### src/rtl/player_looper.sv
// player_looper: sequences the sample player on the playback clock.
// Holds the player in restart while idle, releases it on start, and on each
// done either re-arms the player for another pass (one restart cycle) or
// returns to idle once the programmed number of passes has completed.
// loops == 0 at the start edge means replay until stop or reset.
// Every output is a register; out carries idle_value whenever nothing plays.
module player_looper #(
    parameter int outputBits = 32,
    parameter int loopBits   = 16
) (
    input  logic                  r_clk,
    input  logic                  r_reset_n,
    input  logic                  start,
    input  logic                  stop,
    input  logic [loopBits-1:0]   loops,
    input  logic [outputBits-1:0] idle_value,
    input  logic [outputBits-1:0] invert,
    output logic                  p_reset_n,
    input  logic [outputBits-1:0] p_out,
    input  logic                  p_done,
    output logic [outputBits-1:0] out,
    output logic                  active,
    output logic [loopBits-1:0]   loop_count,
    output logic                  finished
);

    typedef enum logic [1:0] {
        ST_IDLE    = 2'd0,
        ST_PLAY    = 2'd1,
        ST_RESTART = 2'd2
    } state_t;

    state_t                  state_q, state_d;
    logic [loopBits-1:0]     loops_l_q, loops_l_d;
    logic [loopBits-1:0]     loop_count_q, loop_count_d;
    logic [loopBits-1:0]     pass_n;
    logic                    finished_q, finished_d;
    logic                    p_reset_n_q, p_reset_n_d;
    logic                    active_q, active_d;
    logic [outputBits-1:0]   out_q, out_d;

    // Next-state, pass counting and registered-output decode.
    always_comb begin
        state_d      = state_q;
        loops_l_d    = loops_l_q;
        loop_count_d = loop_count_q;
        finished_d   = 1'b0;
        // Pass number that a done in PLAY would complete; wraps naturally.
        pass_n       = loop_count_q + loopBits'(1);

        case (state_q)
            ST_IDLE: begin
                // stop beats a simultaneous start.
                if (start && !stop) begin
                    state_d      = ST_PLAY;
                    loops_l_d    = loops;
                    loop_count_d = '0;
                end
            end
            ST_PLAY: begin
                // stop beats a simultaneous done: no finished pulse.
                if (stop) begin
                    state_d = ST_IDLE;
                end else if (p_done) begin
                    loop_count_d = pass_n;
                    if ((loops_l_q != '0) && (pass_n == loops_l_q)) begin
                        state_d    = ST_IDLE;
                        finished_d = 1'b1;
                    end else begin
                        state_d = ST_RESTART;
                    end
                end
            end
            ST_RESTART: begin
                // One cycle of player reset so p_done is clear on PLAY entry.
                if (stop) begin
                    state_d = ST_IDLE;
                end else begin
                    state_d = ST_PLAY;
                end
            end
            default: begin
                state_d = ST_IDLE;
            end
        endcase

        // Outputs are registered from the state being entered, so they line
        // up with the state register after the edge.
        p_reset_n_d = (state_d == ST_PLAY);
        active_d    = (state_d != ST_IDLE);
        out_d       = active_d ? (p_out ^ invert) : idle_value;
    end

    // State and output registers with synchronous active-low reset.
    always_ff @(posedge r_clk) begin
        if (!r_reset_n) begin
            state_q      <= ST_IDLE;
            loops_l_q    <= '0;
            loop_count_q <= '0;
            finished_q   <= 1'b0;
            p_reset_n_q  <= 1'b0;
            active_q     <= 1'b0;
            out_q        <= '0;
        end else begin
            state_q      <= state_d;
            loops_l_q    <= loops_l_d;
            loop_count_q <= loop_count_d;
            finished_q   <= finished_d;
            p_reset_n_q  <= p_reset_n_d;
            active_q     <= active_d;
            out_q        <= out_d;
        end
    end

    assign p_reset_n  = p_reset_n_q;
    assign active     = active_q;
    assign out        = out_q;
    assign loop_count = loop_count_q;
    assign finished   = finished_q;

endmodule

### config.mk
export PLATFORM = sky130hd
export DESIGN_NAME = player_looper
export DESIGN_NICKNAME = d
export VERILOG_FILES = /design/src/rtl/player_looper.sv
export SDC_FILE = /design/constraint.sdc
export NUM_CORES = 1
export LEC_CHECK = 0
export BUFFER_PORTS_ARGS = -buffer_cell sky130_fd_sc_hd__buf_2
export CORE_ASPECT_RATIO = 0.7
export CORE_MARGIN = 2
export CORE_UTILIZATION = 51
export CTS_CLUSTER_DIAMETER = 50
export CTS_CLUSTER_SIZE = 16
export DETAILED_ROUTE_END_ITERATION = 10
export HOLD_SLACK_MARGIN = 0.05
export PLACE_DENSITY = 0.9
export RECOVER_POWER = 100
export SKIP_CTS_REPAIR_TIMING = 1
export SLEW_MARGIN = 25
export SYNTH_ARGS = -nofsm -noshare
export SYNTH_HDL_FRONTEND = slang
export SYNTH_SLANG_ARGS = --single-unit
### constraint.sdc
create_clock -name r_clk -period 6.9 [get_ports r_clk]
set_clock_uncertainty 0.1 [all_clocks]
set_input_delay 0.69 -clock r_clk [delete_from_list [all_inputs] [get_ports r_clk]]
set_output_delay 0.69 -clock r_clk [all_outputs]
set_load 0.02 [all_outputs]
Word-level counts from Yosys, hierarchy flattened:

Cells that the tools add are included.

* output and inout port bits: 51
* logic and storage cells: 41
* input port bits: 117
* flip-flop bits (word level): 69

* mux-type cells: 12
* bitwise operators: 4
* reduce and logical (&&, ||, !) cells: 10
* equal/unequal tests: 7
* add/subtract/negate cells: 1

Operators with widths (count)
* $mux 16: 3
* $mux 32: 1
* $pmux 16 s2: 1
* $xor 32x32->32: 1
* $add 16x1->16 const B: 1
* $eq 16x16->1: 1
* $reduce_bool 16->1: 1
* $mux 2: 4
* $ne 2x2->1 const B: 3
* $pmux 2 s3: 1
* $eq 2x1->1 const B: 2
* $reduce_and 4->1: 1
* $reduce_bool 2->1: 2
* $reduce_or 4->1: 1
* $not 1->1: 3
* $eq 2x2->1 const B: 1
* $logic_and 1x1->1: 2
* $logic_not 2->1: 1
* $mux 1: 2
* $reduce_and 2->1: 1
* $logic_not 1->1: 1

Logic depth before layout (Yosys ltp):

* depth in word-level cells: 9
* gate-level depth with buffers: 11
* gate-level depth less buffers: 8

Worst setup path after synthesis:

No wires, ideal clock.

* path type: reg-to-reg
* start point: register loop_count_q[0] (netlist: loop_count[0])
* end point: register out_q[0] (netlist: out[0])
* arrival time: 2.740 ns
* stages on the path, launching flop included: 11
* library setup time: 0.072 ns
* period minus slack after synthesis: 2.911 ns
* path buffers: 2
* required time: 6.728 ns
* setup slack: 3.989 ns
* cells stage by stage: dfxtp_1 ha_1 or4bb_1 o211a_1 a221oi_2 o2111ai_1 nor4_2 a31o_1 buf_6 buf_12 mux2i_1

* cells in the longest elaborated chain, start to end: 9

Ends and longest elaborated chain
* start: declaration: RTL line 35 `logic [loopBits-1:0] loop_count_q, loop_count_d;`
* start signal: assignment: RTL line 107 `loop_count_q <= loop_count_d;`
* $add 16x1->16: RTL line 49 `pass_n = loop_count_q + loopBits'(1);`
* $eq 16x16->1: RTL line 66 `if ((loops_l_q != '0) && (pass_n == loops_l_q)) begin`
* $logic_and 1x1->1: RTL line 66
* $mux 2: RTL line 66
* $mux 2: RTL line 64 `end else if (p_done) begin`
* $mux 2: RTL line 62 `if (stop) begin`
* $pmux 2 s3: RTL line 51 `case (state_q)`
* $reduce_bool 2->1: RTL line 90 `active_d = (state_d != ST_IDLE);`
* $mux 32: RTL line 91 `out_d = active_d ? (p_out ^ invert) : idle_value;`
* end signal: assignment: RTL line 111 `out_q <= out_d;`
* end: declaration: RTL line 40 `logic [outputBits-1:0] out_q, out_d;`

Every way passes these cells.
A chain may end at the register's enable or synchronous reset.

Worst setup path in the final report:

* start point: register loop_count_q[0] (netlist: loop_count[0])
* end point: register out_q[4] (netlist: out[4])

The elaborated chain is that of the path after synthesis.

==> out/metrics.csv <==
stage,metric,value,unit
status,status,finished with violations,
status,failing checks,"max-capacitance violations, max-slew violations",
clock_tree,H-tree levels,3,
sta,fin crit period,4.32,ns
setup_path,FF-to-FF Start,loop_count[0],
logic_synthesis,Synth async-reset ratio,0,
pwr,Reg power frac,0.495,
pwr,Psw,0.254,mW
logic_synthesis,Ys Warns,0,
route,Iteration-0 DRC Markers,216,
logic_synthesis,Mapped Area,3670,sq um
floorplan,core area,6850,sq um
route,# DRC,0,
logic_synthesis,Post-synth EDFFs,0,
setup_path,Worst path slowest cell,a31o_1,
logic_synthesis,Post-Synth Adder-Cell Area,0.00341,
clock_tree,Root Buffer,clkbuf_8,
pwr,combinational share of power,0.182,
flow_run,max_cap viols,2,
setup_path,Worst EP required,6.96,ns
route,Post-DRT Antenna Nets,0,
logic_synthesis,Cells after Synth,436,
logic_synthesis,Simple-Gate Fraction of Synth Area,0.246,
setup_path,R2R setup slack,2.58,ns
grt,GR Util All Layers,0.247,
logic_synthesis,syn_area_per_cell,8.41,sq um
grt,first-pass GRT wire length,15100,um
sta,maximum clock frequency,231,MHz
setup_path,Worst Setup Path Type,flop to flop,
finish,Non-Filler Instances,684,
worst_hold_path,Worst Hold Class,flop to flop,
floorplan,Die ar.,7890,sq um
logic_synthesis,ys flop type,dfxtp_1,
grt,Congestion Overflow GR,0,
pwr,Worst VDD drop,0.119,mV
floorplan,DIE HEIGHT,74.9,um
floorplan,Initial Utilization,0.535,
setup_path,Worst setup SP type,flop,
grt,initial antenna violation count,0,
floorplan,Die W,105,um
setup_path,worst-path cell chain,ha_1 > or4bb_1 > o211a_1 > a221oi_2 > o2111ai_1 > nor4_1 > a31o_1 > mux2i_1,
route,Wirelength per Cell,14.2,um
logic_synthesis,#FFs+latches synth,69,
pwr,Int Pwr,0.617,mW
sta,"Slew Viols, Final",100,
placed_design,gpl congestion,0.944,
setup_path,crit-path max cell delay,1.44,ns
pwr,Clock power frac,0.323,
route,Via density,5.28,
sta,RSZ-0062 raised after global routing,no,
sta,final number of hold-violating endpoints,0,
sta,TNS Setup,0,ns
placed_design,placed wire-length estimate,7510,um
clock_tree,Max clock buf depth,2,
grt,largest net degree at the start of global routing,67,
logic_synthesis,multiplexer share of the synthesized area,0.0901,
setup_path,FF-to-FF End,out[4],
finish,final core occ,0.666,
placed_design,Post-Place Cells,669,
logic_synthesis,Netlist cell types,55,
setup_path,r2r worst-path depth,8,
worst_hold_path,Cells on Worst Hold Path,2,
route,routed wire length,9700,um
sta,worst slew pin tran,2.44,ns
clock_tree,CTS Sinks,69,
route,TritonRoute pass-1 iters,5,
sta,Final Cycle Share,0.626,
grt,vias in the first global route,3178,
floorplan,I/O pins,168,
clock_tree,total CTS buffers,9,
clock_tree,TritonCTS clock tree,yes,
finish,share of layout cells above drive strength 1,0.244,
logic_synthesis,post-synthesis compound-gate area fraction,0.112,
worst_hold_path,WHS Endpoint,loops_l_q[1],
logic_synthesis,Post-Syn Nets,554,
logic_synthesis,XOR/XNOR Fraction of Synth Area,0.122,
sta,Setup-failing EPs final,0,
clock_tree,clk slew on worst S/H paths,0.07,ns
logic_synthesis,largest family of logic cells by synthesized area,simple AND/OR/NAND/NOR gates,
setup_path,largest fanout on the critical path,32,
finish,nets,704,
setup_path,Worst EP arrival,4.38,ns
pwr,switching share of power,0.292,
worst_hold_path,Min-Delay Startpoint,loops_l_q[1],
pwr,P per Cell Area,191,nW/um^2
finish,Syn-to-layout area delta,24.4,%
placed_design,Area after DPL,4470,sq um
sta,relative slew slack,-0.624,
pwr,Pleak,2.12,nW
setup_path,CP endpoint kind,flop,
route,via count,3610,
floorplan,row cnt,25,
placed_design,Port-buffer cells,167,
sta,Min Hold Slack,0.394,ns
finish,# fillers,637,
clock_tree,clk_lat worst skew,0.35,ns
finish,# diodes,0,
finish,Finished Cell Area,4560,sq um
logic_synthesis,"Seq/Total Area, Yosys",0.377,
-- power groups by stage --
stage          Combinational [mW]  Sequential (mW)  Clock (mW)
2_1_floorplan              0.0795            0.460           0
3_3_place_gp                0.159            0.439           0
3_5_place_dp                0.163            0.440           0
4_1_cts                     0.164            0.430       0.287
5_1_grt                     0.174            0.433       0.306
6_report                    0.159            0.431       0.281
-- critical path, delay by kind of cell (launching register included) --
family | cells | cell delay, ns
flops | 1 | 0.51
compound gates | 4 | 1.92
mux | 1 | 0.24
fa+ha+maj | 1 | 0.35
simple gates | 2 | 0.99
-- worst max-delay path by stage --
stage               slack (ns)  endpoint          start  cells after the start
global route              2.16    out[4]  loop_count[0]                      8
floorplan                 3.99    out[0]  loop_count[0]                     10
finish                    2.58    out[4]  loop_count[0]                      8
detailed placement        3.29    out[4]  loop_count[0]                      8
global placement          3.46   out[25]  loop_count[0]                      8
CTS                       3.28    out[4]  loop_count[0]                      8
-- placed cells by master (no fill, tap or decap), types with 2 or more instances in the layout --
| master | n |
|---|---|
| a21o_1 | 3 |
| nand2_1 | 101 |
| clkinv_2 | 2 |
| xnor2_1 | 11 |
| mux2i_1 | 33 |
| or2_2 | 2 |
| o2111ai_1 | 3 |
| nand2b_1 | 2 |
| inv_1 | 3 |
| nor4_2 | 2 |
| a21oi_1 | 35 |
| nor2_1 | 22 |
| xor2_1 | 40 |
| nand3_1 | 8 |
| dfxtp_1 | 69 |
| clkbuf_8 | 9 |
| clkinvlp_4 | 3 |
| o21ai_0 | 12 |
| or3_1 | 4 |
| a211o_1 | 2 |
| nor3_1 | 6 |
| nand3b_1 | 3 |
| nand4_1 | 6 |
| and2_1 | 2 |
| buf_2 | 114 |
| clkbuf_1 | 53 |
| and3_1 | 5 |
| nor4_1 | 7 |
-- layout make-up --
type,count,area [sq um],area share
repair buffers,168,777,0.170
well taps,94,118,0.0258
flip-flops and latches,69,1380,0.303
clock inverters,6,41.3,0.00906
inverters,3,11.3,0.00247
clock buffers,9,124,0.0272
multi-input cells,335,2110,0.462
-- logic make-up (layout without fill, tap and decap cells) --
kind of cell    after synthesis  after routing
xor+xnor                     51             51
buf+inv                      32            186
simple gates                183            183
flops                        69             69
fa+ha+maj                     1              1
mux                          33             33
compound gates               67             67
-- state kept, by name (all words and copies together), names as in the netlist --
| name | count |
|---|---|
| active | 1 |
| loop_count | 16 |
| out | 32 |
| state_q | 2 |
| finished | 1 |
| loops_l_q | 16 |
| p_reset_n | 1 |
-- Yosys cell counts (2+ instances only) --
cell type,instances,area share
a211o_1,2,0.0048
a21o_1,3,0.0061
a21oi_1,35,0.048
and2_1,2,0.0034
and3_1,5,0.0085
buf_12,3,0.016
buf_2,4,0.0055
clkbuf_1,20,0.020
dfxtp_1,69,0.38
inv_1,2,0.0020
mux2i_1,33,0.090
nand2_1,101,0.10
nand2b_1,2,0.0034
nand3_1,8,0.011
nand3b_1,3,0.0061
nand4_1,6,0.010
nor2_1,22,0.023
nor3_1,6,0.0082
nor4_1,6,0.010
nor4_2,3,0.010
o2111ai_1,3,0.0072
o21ai_0,12,0.016
or2_2,2,0.0034
or3_1,4,0.0068
xnor2_1,11,0.026
xor2_1,40,0.096
-- routing by layer --
| metal | track usage | part of all wire | wire length (um) |
|---|---|---|---|
| met5 | 0 | 0 | 0 |
| met4 | 0.0741 | 0.010 | 97 |
| met3 | 0.0848 | 0.10 | 1000 |
| met2 | 0.400 | 0.46 | 4460 |
| met1 | 0.318 | 0.43 | 4130 |
-- per-stage QoR --
step	power (mW)	worst slack, ns
2_1_floorplan	0.540	3.99
3_3_place_gp	0.597	3.46
4_1_cts	0.881	3.28
5_1_grt	0.913	2.16
6_report	0.871	2.58
3_5_place_dp	0.603	3.29
Power figures use the tool's default switching activity.
